`config.mk`:
```
export PLATFORM = sky130hd
export DESIGN_NAME = cache_assoc_nway_wb
export DESIGN_NICKNAME = d
export VERILOG_FILES = /design/src/rtl/cache_pkg.sv /design/src/rtl/cache_lru_ages.sv /design/src/rtl/cache_assoc_nway_wb.sv
export SDC_FILE = /design/constraint.sdc
export NUM_CORES = 1
export LEC_CHECK = 0
export ABC_AREA = 1
export CAP_MARGIN = 5
export CORE_MARGIN = 2
export CORE_UTILIZATION = 56
export DETAILED_ROUTE_END_ITERATION = 16
export GPL_TIMING_DRIVEN = 0
export MAX_ROUTING_LAYER = met4
export PLACE_DENSITY = 0.79
export SYNTH_ARGS = -nofsm -noshare
export SYNTH_HDL_FRONTEND = slang
export SYNTH_SLANG_ARGS = --single-unit
```
`constraint.sdc`:
```
create_clock -name clock -period 2.75 [get_ports clock]
set_input_delay 0.55 -clock clock [delete_from_list [all_inputs] [get_ports clock]]
set_output_delay 0.55 -clock clock [all_outputs]
set_load 0.01 [all_outputs]
```
`src/rtl/cache_pkg.sv`:
```
// Shared definitions for the N-way write-back cache: FSM encoding and width helpers.
package cache_pkg;

    typedef enum logic [2:0] {
        ST_IDLE      = 3'd0,
        ST_LOOKUP    = 3'd1,
        ST_WRITEBACK = 3'd2,
        ST_REFILL    = 3'd3,
        ST_RESPOND   = 3'd4
    } state_t;

    function automatic int clog2(input int n);
        int r;
        r = 0;
        while ((1 << r) < n) r++;
        return r;
    endfunction

    // Stored line word is {tag, data}; valid/dirty/age live in separate control arrays.
    localparam int DATA_LSB = 0;

    function automatic int tag_lsb(input int data_w);
        return data_w;
    endfunction

    function automatic int line_w(input int tag_w, input int data_w);
        return tag_w + data_w;
    endfunction

endpackage

```
`src/rtl/cache_lru_ages.sv`:
```
// True-LRU age update for one set: accessed way -> 0, younger ways age by one.
module cache_lru_ages
    import cache_pkg::*;
#(
    parameter int WAYS = 2
) (
    input  logic [WAYS*clog2(WAYS)-1:0] ages_in,
    input  logic [clog2(WAYS)-1:0]      acc_way,
    output logic [WAYS*clog2(WAYS)-1:0] ages_out,
    output logic [clog2(WAYS)-1:0]      lru_way
);

    localparam int AW = clog2(WAYS);

    logic [AW-1:0] old_age;

    always_comb begin
        old_age  = ages_in[acc_way*AW +: AW];
        ages_out = ages_in;
        lru_way  = '0;
        for (int w = 0; w < WAYS; w++) begin
            if (AW'(w) == acc_way)
                ages_out[w*AW +: AW] = '0;
            else if (ages_in[w*AW +: AW] < old_age)
                ages_out[w*AW +: AW] = ages_in[w*AW +: AW] + 1'b1;
            if (ages_in[w*AW +: AW] == AW'(WAYS-1))
                lru_way = AW'(w);
        end
    end

endmodule

```
`src/rtl/cache_assoc_nway_wb.sv`:
```
// N-way set-associative write-back, write-allocate cache with true-LRU replacement
// and req/ack handshaked memory port (one word per block).
module cache_assoc_nway_wb
    import cache_pkg::*;
#(
    parameter int WAYS    = 2,
    parameter int INDEX_W = 1,
    parameter int TAG_W   = 4,
    parameter int DATA_W  = 8
) (
    input  logic                     clock,
    input  logic                     reset,
    input  logic                     req_valid,
    output logic                     req_ready,
    input  logic                     req_write,
    input  logic [TAG_W+INDEX_W-1:0] req_addr,
    input  logic [DATA_W-1:0]        req_wdata,
    output logic                     resp_valid,
    output logic                     resp_hit,
    output logic [DATA_W-1:0]        resp_rdata,
    output logic                     mem_req,
    output logic                     mem_write,
    output logic [TAG_W+INDEX_W-1:0] mem_addr,
    output logic [DATA_W-1:0]        mem_wdata,
    input  logic                     mem_ack,
    input  logic [DATA_W-1:0]        mem_rdata
);

    localparam int SETS   = 1 << INDEX_W;
    localparam int AW     = clog2(WAYS);
    localparam int ADDR_W = TAG_W + INDEX_W;
    localparam int LW     = line_w(TAG_W, DATA_W);
    localparam int TL     = tag_lsb(DATA_W);

    state_t state_q, state_d;

    logic [WAYS-1:0]    valid_q [SETS];
    logic [WAYS-1:0]    dirty_q [SETS];
    logic [WAYS*AW-1:0] ages_q  [SETS];
    logic [LW-1:0]      line_q  [SETS][WAYS];

    logic              req_wr_q;
    logic [ADDR_W-1:0] req_addr_q;
    logic [DATA_W-1:0] req_wdata_q;
    logic [AW-1:0]     way_q;
    logic              resp_hit_q;
    logic [DATA_W-1:0] resp_rdata_q;

    logic [INDEX_W-1:0] idx;
    logic [TAG_W-1:0]   tag;
    logic               hit, vic_dirty, hit_st, fill_st, fill_ld;
    logic [AW-1:0]      hit_way, victim, lru_way, acc_way, fill_way;
    logic [WAYS*AW-1:0] ages_upd;

    assign idx = req_addr_q[INDEX_W-1:0];
    assign tag = req_addr_q[ADDR_W-1:INDEX_W];

    // Victim preference: lowest-numbered invalid way, otherwise the LRU way.
    always_comb begin
        hit     = 1'b0;
        hit_way = '0;
        victim  = lru_way;
        for (int w = WAYS-1; w >= 0; w--)
            if (!valid_q[idx][w]) victim = AW'(w);
        for (int w = 0; w < WAYS; w++)
            if (valid_q[idx][w] && line_q[idx][w][TL +: TAG_W] == tag) begin
                hit     = 1'b1;
                hit_way = AW'(w);
            end
    end

    assign acc_way   = hit ? hit_way : victim;
    assign vic_dirty = valid_q[idx][victim] && dirty_q[idx][victim];
    assign hit_st    = (state_q == ST_LOOKUP) && hit && req_wr_q;
    assign fill_st   = ((state_q == ST_LOOKUP) && !hit && req_wr_q && !vic_dirty) ||
                       ((state_q == ST_WRITEBACK) && mem_ack && req_wr_q);
    assign fill_ld   = (state_q == ST_REFILL) && mem_ack;
    assign fill_way  = (state_q == ST_LOOKUP) ? victim : way_q;

    cache_lru_ages #(.WAYS(WAYS)) u_lru (
        .ages_in  (ages_q[idx]),
        .acc_way  (way_q),
        .ages_out (ages_upd),
        .lru_way  (lru_way)
    );

    always_comb begin
        state_d = state_q;
        case (state_q)
            ST_IDLE:      if (req_valid) state_d = ST_LOOKUP;
            ST_LOOKUP:
                if (hit)            state_d = ST_RESPOND;
                else if (vic_dirty) state_d = ST_WRITEBACK;
                else if (!req_wr_q) state_d = ST_REFILL;
                else                state_d = ST_RESPOND;
            ST_WRITEBACK: if (mem_ack) state_d = req_wr_q ? ST_RESPOND : ST_REFILL;
            ST_REFILL:    if (mem_ack) state_d = ST_RESPOND;
            ST_RESPOND:   state_d = ST_IDLE;
            default:      state_d = ST_IDLE;
        endcase
    end

    always_comb begin
        req_ready  = (state_q == ST_IDLE);
        resp_valid = (state_q == ST_RESPOND);
        resp_hit   = resp_hit_q;
        resp_rdata = resp_rdata_q;
        mem_req    = 1'b0;
        mem_write  = 1'b0;
        mem_addr   = '0;
        mem_wdata  = '0;
        case (state_q)
            ST_WRITEBACK: begin
                mem_req   = 1'b1;
                mem_write = 1'b1;
                mem_addr  = {line_q[idx][way_q][TL +: TAG_W], idx};
                mem_wdata = line_q[idx][way_q][DATA_LSB +: DATA_W];
            end
            ST_REFILL: begin
                mem_req  = 1'b1;
                mem_addr = req_addr_q;
            end
            default: ;
        endcase
    end

    // Control state: cleared asynchronously so an abandoned transaction leaves no line behind.
    always_ff @(posedge clock or posedge reset) begin
        if (reset) begin
            state_q      <= ST_IDLE;
            way_q        <= '0;
            resp_hit_q   <= 1'b0;
            resp_rdata_q <= '0;
            for (int s = 0; s < SETS; s++) begin
                valid_q[s] <= '0;
                dirty_q[s] <= '0;
                for (int w = 0; w < WAYS; w++)
                    ages_q[s][w*AW +: AW] <= AW'(w);
            end
        end else begin
            state_q <= state_d;
            if (state_q == ST_LOOKUP) begin
                way_q        <= acc_way;
                resp_hit_q   <= hit;
                resp_rdata_q <= req_wr_q ? req_wdata_q : line_q[idx][hit_way][DATA_LSB +: DATA_W];
            end
            if (hit_st)
                dirty_q[idx][hit_way] <= 1'b1;
            if (fill_st || fill_ld) begin
                valid_q[idx][fill_way] <= 1'b1;
                dirty_q[idx][fill_way] <= fill_st;
            end
            if (fill_ld)
                resp_rdata_q <= mem_rdata;
            if (state_q == ST_RESPOND)
                ages_q[idx] <= ages_upd;
        end
    end

    always_ff @(posedge clock) begin
        if (state_q == ST_IDLE && req_valid) begin
            req_wr_q    <= req_write;
            req_addr_q  <= req_addr;
            req_wdata_q <= req_wdata;
        end
        if (hit_st)
            line_q[idx][hit_way][DATA_LSB +: DATA_W] <= req_wdata_q;
        if (fill_st)
            line_q[idx][fill_way] <= {tag, req_wdata_q};
        if (fill_ld)
            line_q[idx][fill_way] <= {tag, mem_rdata};
    end

endmodule
```
# [Yosys cells after proc, flatten, opt, wreduce, memory -nomap -nowiden]
# Memory sizes are Yosys's and may differ from the RTL's. A register that Yosys moved wholly into a read port is not among the register bits.
# Cells that the tools add are included.
# Widths: inputs -> output; s select.
[op_classes] muxes=118 eq_ne=9 bitwise=54 addsub=2 n_lt_le_gt_ge=14 n_shift=1 reduce_logical=25
[ops] operator="$mux 1" n=72
[ops] operator="$mux 24" n=3
[ops] operator="$mux 8" n=8
[ops] operator="$mux 12" n=4
[ops] operator="$or 1x1->1" n=48
[ops] operator="$demux 12 s1" n=2
[ops] operator="$mux 2" n=12
[ops] operator="$mux 3" n=6
[ops] operator="$logic_and 1x1->1" n=17
[ops] operator="$pmux 3 s4" n=1
[ops] operator="$pmux 5 s2" n=1
[ops] operator="$bwmux 4" n=2
[ops] operator="$eq 4x4->1" n=2
[ops] operator="$ge 2x2->1 const B" n=4
[ops] operator="$mux 4" n=2
[ops] operator="$not 1->2" n=4
[ops] operator="$or 4x4->4" n=2
[ops] operator="$demux 2 s1" n=3
[ops] operator="$eq 3x2->1 const B" n=2
[ops] operator="$lt 1x2->1 const B" n=3
[ops] operator="$lt 2x1->1 const B" n=3
[ops] operator="$ne 2x2->1 const B" n=3
[ops] operator="$eq 3x1->1 const B" n=1
[ops] operator="$eq 3x3->1 const B" n=1
[ops] operator="other kinds (11)" n=17
[totals] input_bits=26 out_inout_bits=26 ram_bits=48 ff_bits=39 mem_count=1 elab_cells=237
[memory_table] memory="line_q" depth=2 word_bits=24 rd=1 rd_ports_with_merged_regs=1 write_ports=1 line_no="cache_assoc_nway_wb.sv:40" rtl="logic [LW-1:0] line_q [SETS][WAYS];"

# [Logic depth before layout (Yosys ltp)]
# Gate-level depths: netlist of run 1.
[logic_depth] depth_word=17 mapped_depth=15 mapped_depth_nobuf=13

# [Modules after synthesis]
# Synthesis of run 1 repeated with hierarchy kept, for this count alone.
[unflattened] hier_cells=502 area_unflattened_um2=4404.2
[by_module_without_submodules] module="cache_assoc_nway_wb" area_per_inst_um2=4381.7 seq_area_each_um2=2509.9 instances=1 cells_each=497
[by_module_without_submodules] module="cache_lru_ages" area_per_inst_um2=22.5 seq_area_each_um2=0.0 instances=1 cells_each=5

# [Worst setup path after synthesis of run 1]
# Ideal clock, no wire load.
[synth_path] kind="reg2out" from="register state_q[1]" to="output mem_wdata[3]" required_time_ns=2.200 stages_incl_launch_ff=8 arrival_time_ns=1.455 path_buffers=1 path_slack_ns=0.745 cell_sequence="dfrtp_1 -> inv_1 -> nor2_2 -> inv_2 -> nor2_1 -> buf_2 -> o21ai_0 -> a21oi_1"
[synth_between] elab_chain_len=2
[synth_lines] item="start, declared" line_no="cache_assoc_nway_wb.sv:35" rtl="state_t state_q, state_d;"
[synth_lines] item="start signal, assigned" line_no="cache_assoc_nway_wb.sv:141" rtl="state_q <= state_d;"
[synth_lines] item="$eq 3x2->1" line_no="cache_assoc_nway_wb.sv:112" rtl="case (state_q)"
[synth_lines] item="$mux 8" line_no="cache_assoc_nway_wb.sv:112"
[synth_lines] item="end, declared" line_no="cache_assoc_nway_wb.sv:24" rtl="output logic [DATA_W-1:0] mem_wdata,"
# No other way between the ends.

# [Final worst setup path of run 1]
[layout_path] from="register state_q[2]" to="output mem_addr[2]"
[layout_between] elab_chain_len=2 word_cells_on_any_way=3 classes_between="2 x eq/ne; 1 x mux"
[layout_lines] item="$eq 3x2->1" line_no="cache_assoc_nway_wb.sv:112"
[layout_lines] item="$pmux 5 s2 (*)" line_no="cache_assoc_nway_wb.sv:112"
[layout_lines] item="end, declared" line_no="cache_assoc_nway_wb.sv:23" rtl="output logic [TAG_W+INDEX_W-1:0] mem_addr,"
# Every way passes the cells marked *; elsewhere a longest branch is shown, timed or not.

==> out/results.ini, run 1 <==
[floorplan]
io-pin-count = 52
die_area_um2 = 8730
core_area_um2 = 7727
die_x_um = 93.44
rows = 32
initial_utilization_pct = 57.97
chipHeight_um = 93.44

[route]
vias = 3717
wl_mm = 11.33
dr.pass1.iters = 5
wire_per_inst_um = 16.98
drtIter0Drc = 319
route.detailed.drc = 0
antenna_left = 0
viasPerCell = 5.573

[timing]
rsz0062_at_grt = no
fin_crit_sh_pct = 96.68
layout_min_cycle_time_ns = 2.659
finClkSkew_ns = 0.01942
final_hold_viol_count = 0
setup_ws_ns = 0.09142
slew_viol_final = 0
hold_ws_ns = 0.4723
setup_viol = 0
fin_tns_setup_ns = 0
fmax_ghz = 0.3761
worst_pin_slew_ns = 1.013
maxSlewHeadroom_pct = 32.40

[yosys]
synth-edff-count = 62
ys_top_cells_by_count = nand2_1 (160), edfxtp_1 (62), inv_1 (51)
yosys-top-cells-area = edfxtp_1 (42%), nand2_1 (13%), dfrtp_1 (13%), inv_1 (4.3%), o21ai_0 (3.8%)
yosysTopAreaCell = edfxtp_1
synth.most_common_cell = nand2_1
synth_seq_cells = 88
ys.flop_type = edfxtp_1
yosysWarnings = 0
syn_nets = 522
synth_cell_types = 39
syn_area_um2 = 4479
netlist_instances = 496
async_flop_share_pct = 28.41
yosysSeqAreaShare_pct = 56.03
synth_area_per_cell_um2 = 9.031
yosys.area.top_type_share_pct = 41.56

[place]
place_hpwl_mm = 8.046
post-place-ws_ns = -0.04851
port-buffer-count = 51
gp_congestion = 0.9065
placed_cells = 650
placed_cell_area_um2 = 5125

[grt]
globalRouteOverflowTotal = 0
grt_pass1_vias = 3641
antenna_found_initial = 0
grt_pass1_wl_mm = 18.00
grt_max_degree = 26
gr-usage-all-layers_pct = 28.27

[critical_path]
cp_common_cell = nor2_4
crit_fanout = 5
reg2reg_to = line_q[0][2]
worst_path_largest_cell_delay_ns = 0.55
cp.arrival_ns = 2.11
critPathLaunch = state_q[2]
crit_slowest_cell = clkdlybuf4s50_1
reg2reg_slack_ns = 0.32
crit_path_end_kind = output port
crit_required_ns = 2.20
ff2ff_path_depth = 8
crit_chain = nor2_4 > inv_2 > nor2_4 > buf_4 > o21ai_0 > o22ai_1 > clkdlybuf4s50_1
rr_startpoint = state_q[1]
crit_path_end = mem_addr[2]
startpoint_type = flop
crit_type = flop to output port

[clock_tree]
clock_sinks = 88
cts.clk_slew.worst_paths_ns = 0.08
worstSkewPairLatency_ns = 0.37
clk_path_buf_depth = 2
htree_levels = 3
cts_inserted_buffers = 9
cts_hold_buffers = 0
cts-root-buf = clkbuf_8
cts_tree = done

[final_layout]
stdcell_count = 667
nets = 586
synthToLayoutAreaGrowth_pct = 19.36
final_util_pct = 69.19
fillers = 597
finalInstanceArea_um2 = 5346
n_antenna_cell = 0
layout-drive-gt1-share_pct = 13.98

[power]
ir_drop_mv = 0.5418
power.total_mw = 5.016
power.density_nw_per_um2 = 938.2
leakage_nw = 2.474

[job]
maxCapViolations = 0

[status]
outcome = complete, no violations

[min_path]
hold_class = flop to flop

==> placed cells by master, fill, tap and decap left out, types with 4 or more instances in the layout <==
| master | n |
|---|---|
| buf_2 | 4 |
| buf_6 | 6 |
| inv_1 | 51 |
| nand2_1 | 160 |
| clkdlybuf4s50_1 | 43 |
| a21oi_1 | 23 |
| nand3_2 | 4 |
| buf_4 | 6 |
| dfrtp_1 | 21 |
| inv_2 | 8 |
| clkbuf_8 | 9 |
| clkbuf_1 | 5 |
| nor2_1 | 17 |
| dlygate4sd2_1 | 7 |
| edfxtp_1 | 62 |
| o21ai_1 | 16 |
| o21ai_0 | 31 |
| a21o_1 | 6 |
| nor2_2 | 4 |
| nand3_1 | 23 |
| mux2i_1 | 9 |
| or2_2 | 6 |
| nand2_2 | 8 |
==> sequential cells by signal, summed over array words and instances, names as in the netlist, named ones only <==
| name | cells |
|---|---|
| way_q | 1 |
| valid_q | 4 |
| req_wdata_q | 8 |
| req_addr_q | 5 |
| line_q | 48 |
| dirty_q | 4 |
| state_q | 3 |
| ages_q | 4 |
| resp_hit | 1 |
| resp_rdata | 8 |
| req_wr_q | 1 |
==> worst min path at each step <==
stage                     depth (start not counted)  startpoint  slack (ns)         end
after floorplan                                   2  valid_q[1]        0.43  valid_q[1]
after global placement                            2  valid_q[3]        0.45  valid_q[3]
after detailed placement                          2  valid_q[1]        0.46  valid_q[1]
after CTS                                         2  valid_q[1]        0.48  valid_q[1]
after global routing                              1  valid_q[0]        0.50  valid_q[0]
final                                             2  valid_q[1]        0.47  valid_q[1]
==> what timing repair did <==
action,CTS,global route
endpoints found under the setup margin,13,4
resized for setup,20,4
buffers inserted,1,1
pin swaps,0,1
==> worst max-delay path, delay by kind of cell, from the launching register on <==
family,cells,cell delay [ns]
and+or+nand+nor,2,0.32
buffers and inverters,3,0.77
DFF,1,0.46
AOI/OAI and AO/OA,2,0.20
==> where the power goes <==
group	switching, mW	internal [mW]
clock network	0.449	0.419
logic	1.34	0.821
registers	0.192	1.80
==> routing by layer <==
| layer | wire length [um] | GRT usage (%) | up-vias |
|---|---|---|---|
| met5 | 0 | - | - |
| met4 | 179 | 8.824 | 0 |
| met3 | 883 | 4.432 | 20 |
| met2 | 5322 | 43.05 | 179 |
| met1 | 4943 | 39.57 | 1762 |
| li1 | - | - | 1756 |
==> cell families (layout without fill, tap and decap cells) <==
family | after synthesis | count (layout) | synth area share, %
compound gates | 88 | 88 | 10.92
buf+inv | 78 | 147 | 7.709
flops | 88 | 88 | 56.03
simple gates | 233 | 233 | 23.32
mux | 9 | 9 | 2.011
==> final cells by class <==
cell class | instances | area [um^2] | area share [%]
plain buffers | 16 | 122.6 | 2.293
clock buffers | 12 | 135.1 | 2.528
well taps | 102 | 127.6 | 2.387
repair buffers | 54 | 526.8 | 9.853
clock inverters | 4 | 47.55 | 0.8893
flip-flops and latches | 88 | 2514 | 47.02
inverters | 61 | 232.7 | 4.353
multi-input cells | 330 | 1640 | 30.68
(Power assumes the default switching activity.)
==> run 2, diff against run 1 <==
--- a/config.mk
+++ b/config.mk
@@ -7,7 +7,7 @@
 export LEC_CHECK = 0
 export ABC_AREA = 1
 export CAP_MARGIN = 5
-export CORE_MARGIN = 2
+export CORE_MARGIN = 4
 export CORE_UTILIZATION = 56
 export DETAILED_ROUTE_END_ITERATION = 16
 export GPL_TIMING_DRIVEN = 0
==> run 2 against run 1 <==
Effect of this change: non-clock buffer count increased by 2; largest power group unchanged; count of clock-buffer cells in the layout decreased by 2; clock skew decreased by 0.0082 ns; via count about the same; critical path depth decreased by 2; global-route usage decreased by 2.8 points.
==> out/results.ini, run 2 (synthesis gave the netlist of run 1 again) <==
[power]
ir_drop_mv = 0.5854  ; was 0.5418 mV
power.total_mw = 5.036  ; was 5.016 mW
power.density_nw_per_um2 = 936.4  ; was 938.2 nW/um^2
leakage_nw = 2.518  ; was 2.474 nW

[final_layout]
fillers = 622  ; was 597
nets = 588  ; was 586
n_antenna_cell = 0  ; unchanged
mostFrequentLayoutCells = nand2_1 (160), edfxtp_1 (62), inv_1 (51), clkdlybuf4s50_1 (41), o21ai_0 (33)  ; was nand2_1 (160), edfxtp_1 (62), inv_1 (51), clkdlybuf4s50_1 (43), o21ai_0 (31)
largest_reg_flops = 48  ; unchanged
final_util_pct = 69.23  ; was 69.19%
layout_commonest_cell = nand2_1  ; unchanged
finalInstanceArea_um2 = 5378  ; was 5346 um^2
synthToLayoutAreaGrowth_pct = 20.06  ; was 19.36%
top_register = line_q  ; unchanged
layout-drive-gt1-share_pct = 14.29  ; was 13.98%

[clock_tree]
cts-root-buf = clkbuf_8  ; unchanged
cts_inserted_buffers = 9  ; unchanged
cts.clk_slew.worst_paths_ns = 0.08  ; about the same
htree_levels = 3  ; unchanged
clock_sinks = 88  ; unchanged
cts_hold_buffers = 0  ; unchanged
clk_path_buf_depth = 2  ; unchanged
cts_tree = done  ; unchanged
worstSkewPairLatency_ns = 0.35  ; was 0.37 ns

[timing]
worst_pin_slew_ns = 0.9762  ; was 1.013 ns
fmax_ghz = 0.3728  ; was 0.3761 GHz
finClkSkew_ns = 0.01124  ; was 0.01942 ns
fin_tns_setup_ns = 0  ; unchanged
setup_viol = 0  ; unchanged
layout_min_cycle_time_ns = 2.683  ; was 2.659 ns
hold_ws_ns = 0.4754  ; was 0.4723 ns
slew_viol_final = 0  ; unchanged
maxSlewHeadroom_pct = 34.85  ; was 32.40%
fin_crit_sh_pct = 97.55  ; was 96.68%
final_hold_viol_count = 0  ; unchanged

[min_path]
hold_class = flop to flop  ; unchanged
hold_depth = 2  ; unchanged
hp-start = valid_q[1]  ; unchanged
min_to = valid_q[1]  ; unchanged

[route]
route.detailed.drc = 0  ; unchanged
vias = 3715  ; was 3717
antenna_left = 0  ; unchanged
drtIter0Drc = 356  ; was 319
dr.pass1.iters = 5  ; unchanged
wl_mm = 11.50  ; was 11.33 mm
viasPerCell = 5.553  ; was 5.573
wire_per_inst_um = 17.20  ; was 16.98 um

[critical_path]
ff2ff_path_depth = 8  ; unchanged
cp.arrival_ns = 2.13  ; was 2.11 ns
crit_chain = clkinv_2 > nand3_1 > nand3_1 > o21ai_0 > clkdlybuf4s50_1  ; was nor2_4 > inv_2 > nor2_4 > buf_4 > o21ai_0 > o22ai_1 > clkdlybuf4s50_1
reg2reg_to = line_q[1][0]  ; was line_q[0][2]
crit_fanout = 10  ; was 5
reg2reg_slack_ns = 0.29  ; was 0.32 ns
crit_required_ns = 2.20  ; about the same
cp_common_cell = nand3_1  ; was nor2_4
crit_type = flop to output port  ; unchanged
worst_path_largest_cell_delay_ns = 0.61  ; was 0.55 ns
rr_startpoint = state_q[1]  ; unchanged
crit_path_end_kind = output port  ; unchanged
startpoint_type = flop  ; unchanged
crit_slowest_cell = dfrtp_1  ; was clkdlybuf4s50_1

[place]
placed_cell_area_um2 = 5125  ; unchanged
place_hpwl_mm = 8.107  ; was 8.046 mm
gp_congestion = 0.9737  ; was 0.9065
port-buffer-count = 51  ; unchanged

[floorplan]
initial_utilization_pct = 57.67  ; was 57.97%
rows = 32  ; unchanged
chipHeight_um = 97.44  ; was 93.44 um
io-pin-count = 52  ; unchanged
die_x_um = 97.44  ; was 93.44 um
core_area_um2 = 7767  ; was 7727 um^2
die_area_um2 = 9494  ; was 8730 um^2

[grt]
gr-usage-all-layers_pct = 25.47  ; was 28.27%
grt_pass1_wl_mm = 18.35  ; was 18.00 mm
antenna_found_initial = 0  ; unchanged
grt_pass1_vias = 3614  ; was 3641
grt_max_degree = 26  ; unchanged
globalRouteOverflowTotal = 0  ; unchanged

[job]
maxCapViolations = 0  ; unchanged

[status]
outcome = complete, no violations  ; unchanged

run 2: timing repair:
action,4_1_cts,5_1_grt
setup endpoints to repair,13,4
pin swaps,0,1
resized for setup,21,4
setup buffers,1,3
run 2: layer usage:
metal  wire length (um)  track usage (%)  share of wire, %
met5                  0                -                 0
met4                147            7.668               1.3
met3                883            3.446               7.7
met2               5651            40.75                49
met1               4821            34.24                42
run 2: worst max-delay path, delay by kind of cell, from the launching register on:
family | cells | cell delay, ns
and+or+nand+nor | 2 | 0.24
AOI/OAI and AO/OA | 1 | 0.07
buffers and inverters | 2 | 0.86
DFF | 1 | 0.61
run 2: where the power goes:
| group | leakage (nW) | internal (mW) | switching, mW |
|---|---|---|---|
| clock network | 0.0859 | 0.416 | 0.455 |
| registers | 0.863 | 1.80 | 0.194 |
| logic | 1.57 | 0.831 | 1.34 |
| total | 2.52 | 3.04 | 1.99 |
run 2: layout make-up:
cell class	instances	area (um^2)	share of cell area, %
flip-flops and latches	88	2515	46.77
multi-input cells	330	1640	30.50
repair buffers	56	546.8	10.17
inverters	61	232.7	4.328
clock buffers	10	127.6	2.373
well taps	102	127.6	2.373
plain buffers	16	126.4	2.350
clock inverters	6	61.31	1.140
run 2: metrics by stage:
stage / setup WS (ns) / std cells
after floorplan: 0.7452 / 496
after global placement: -0.04036 / 649
after detailed placement: -0.1022 / 650
after CTS: 0.01713 / 666
after global routing: -0.001973 / 669
final: 0.06731 / 669
run 2: worst max path at each step:
| stage | slack [ns] | depth (start not counted) | startpoint | end |
|---|---|---|---|---|
| 2_1_floorplan | 0.75 | 7 | state_q[1] | mem_wdata[3] |
| 3_5_place_dp | -0.10 | 8 | state_q[1] | mem_wdata[6] |
| 6_report | 0.07 | 5 | way_q | mem_addr[1] |
| 5_1_grt | -0.002 | 7 | state_q[2] | mem_addr[1] |
| 3_3_place_gp | -0.04 | 8 | state_q[1] | mem_wdata[6] |
| 4_1_cts | 0.02 | 7 | state_q[2] | mem_wdata[0] |
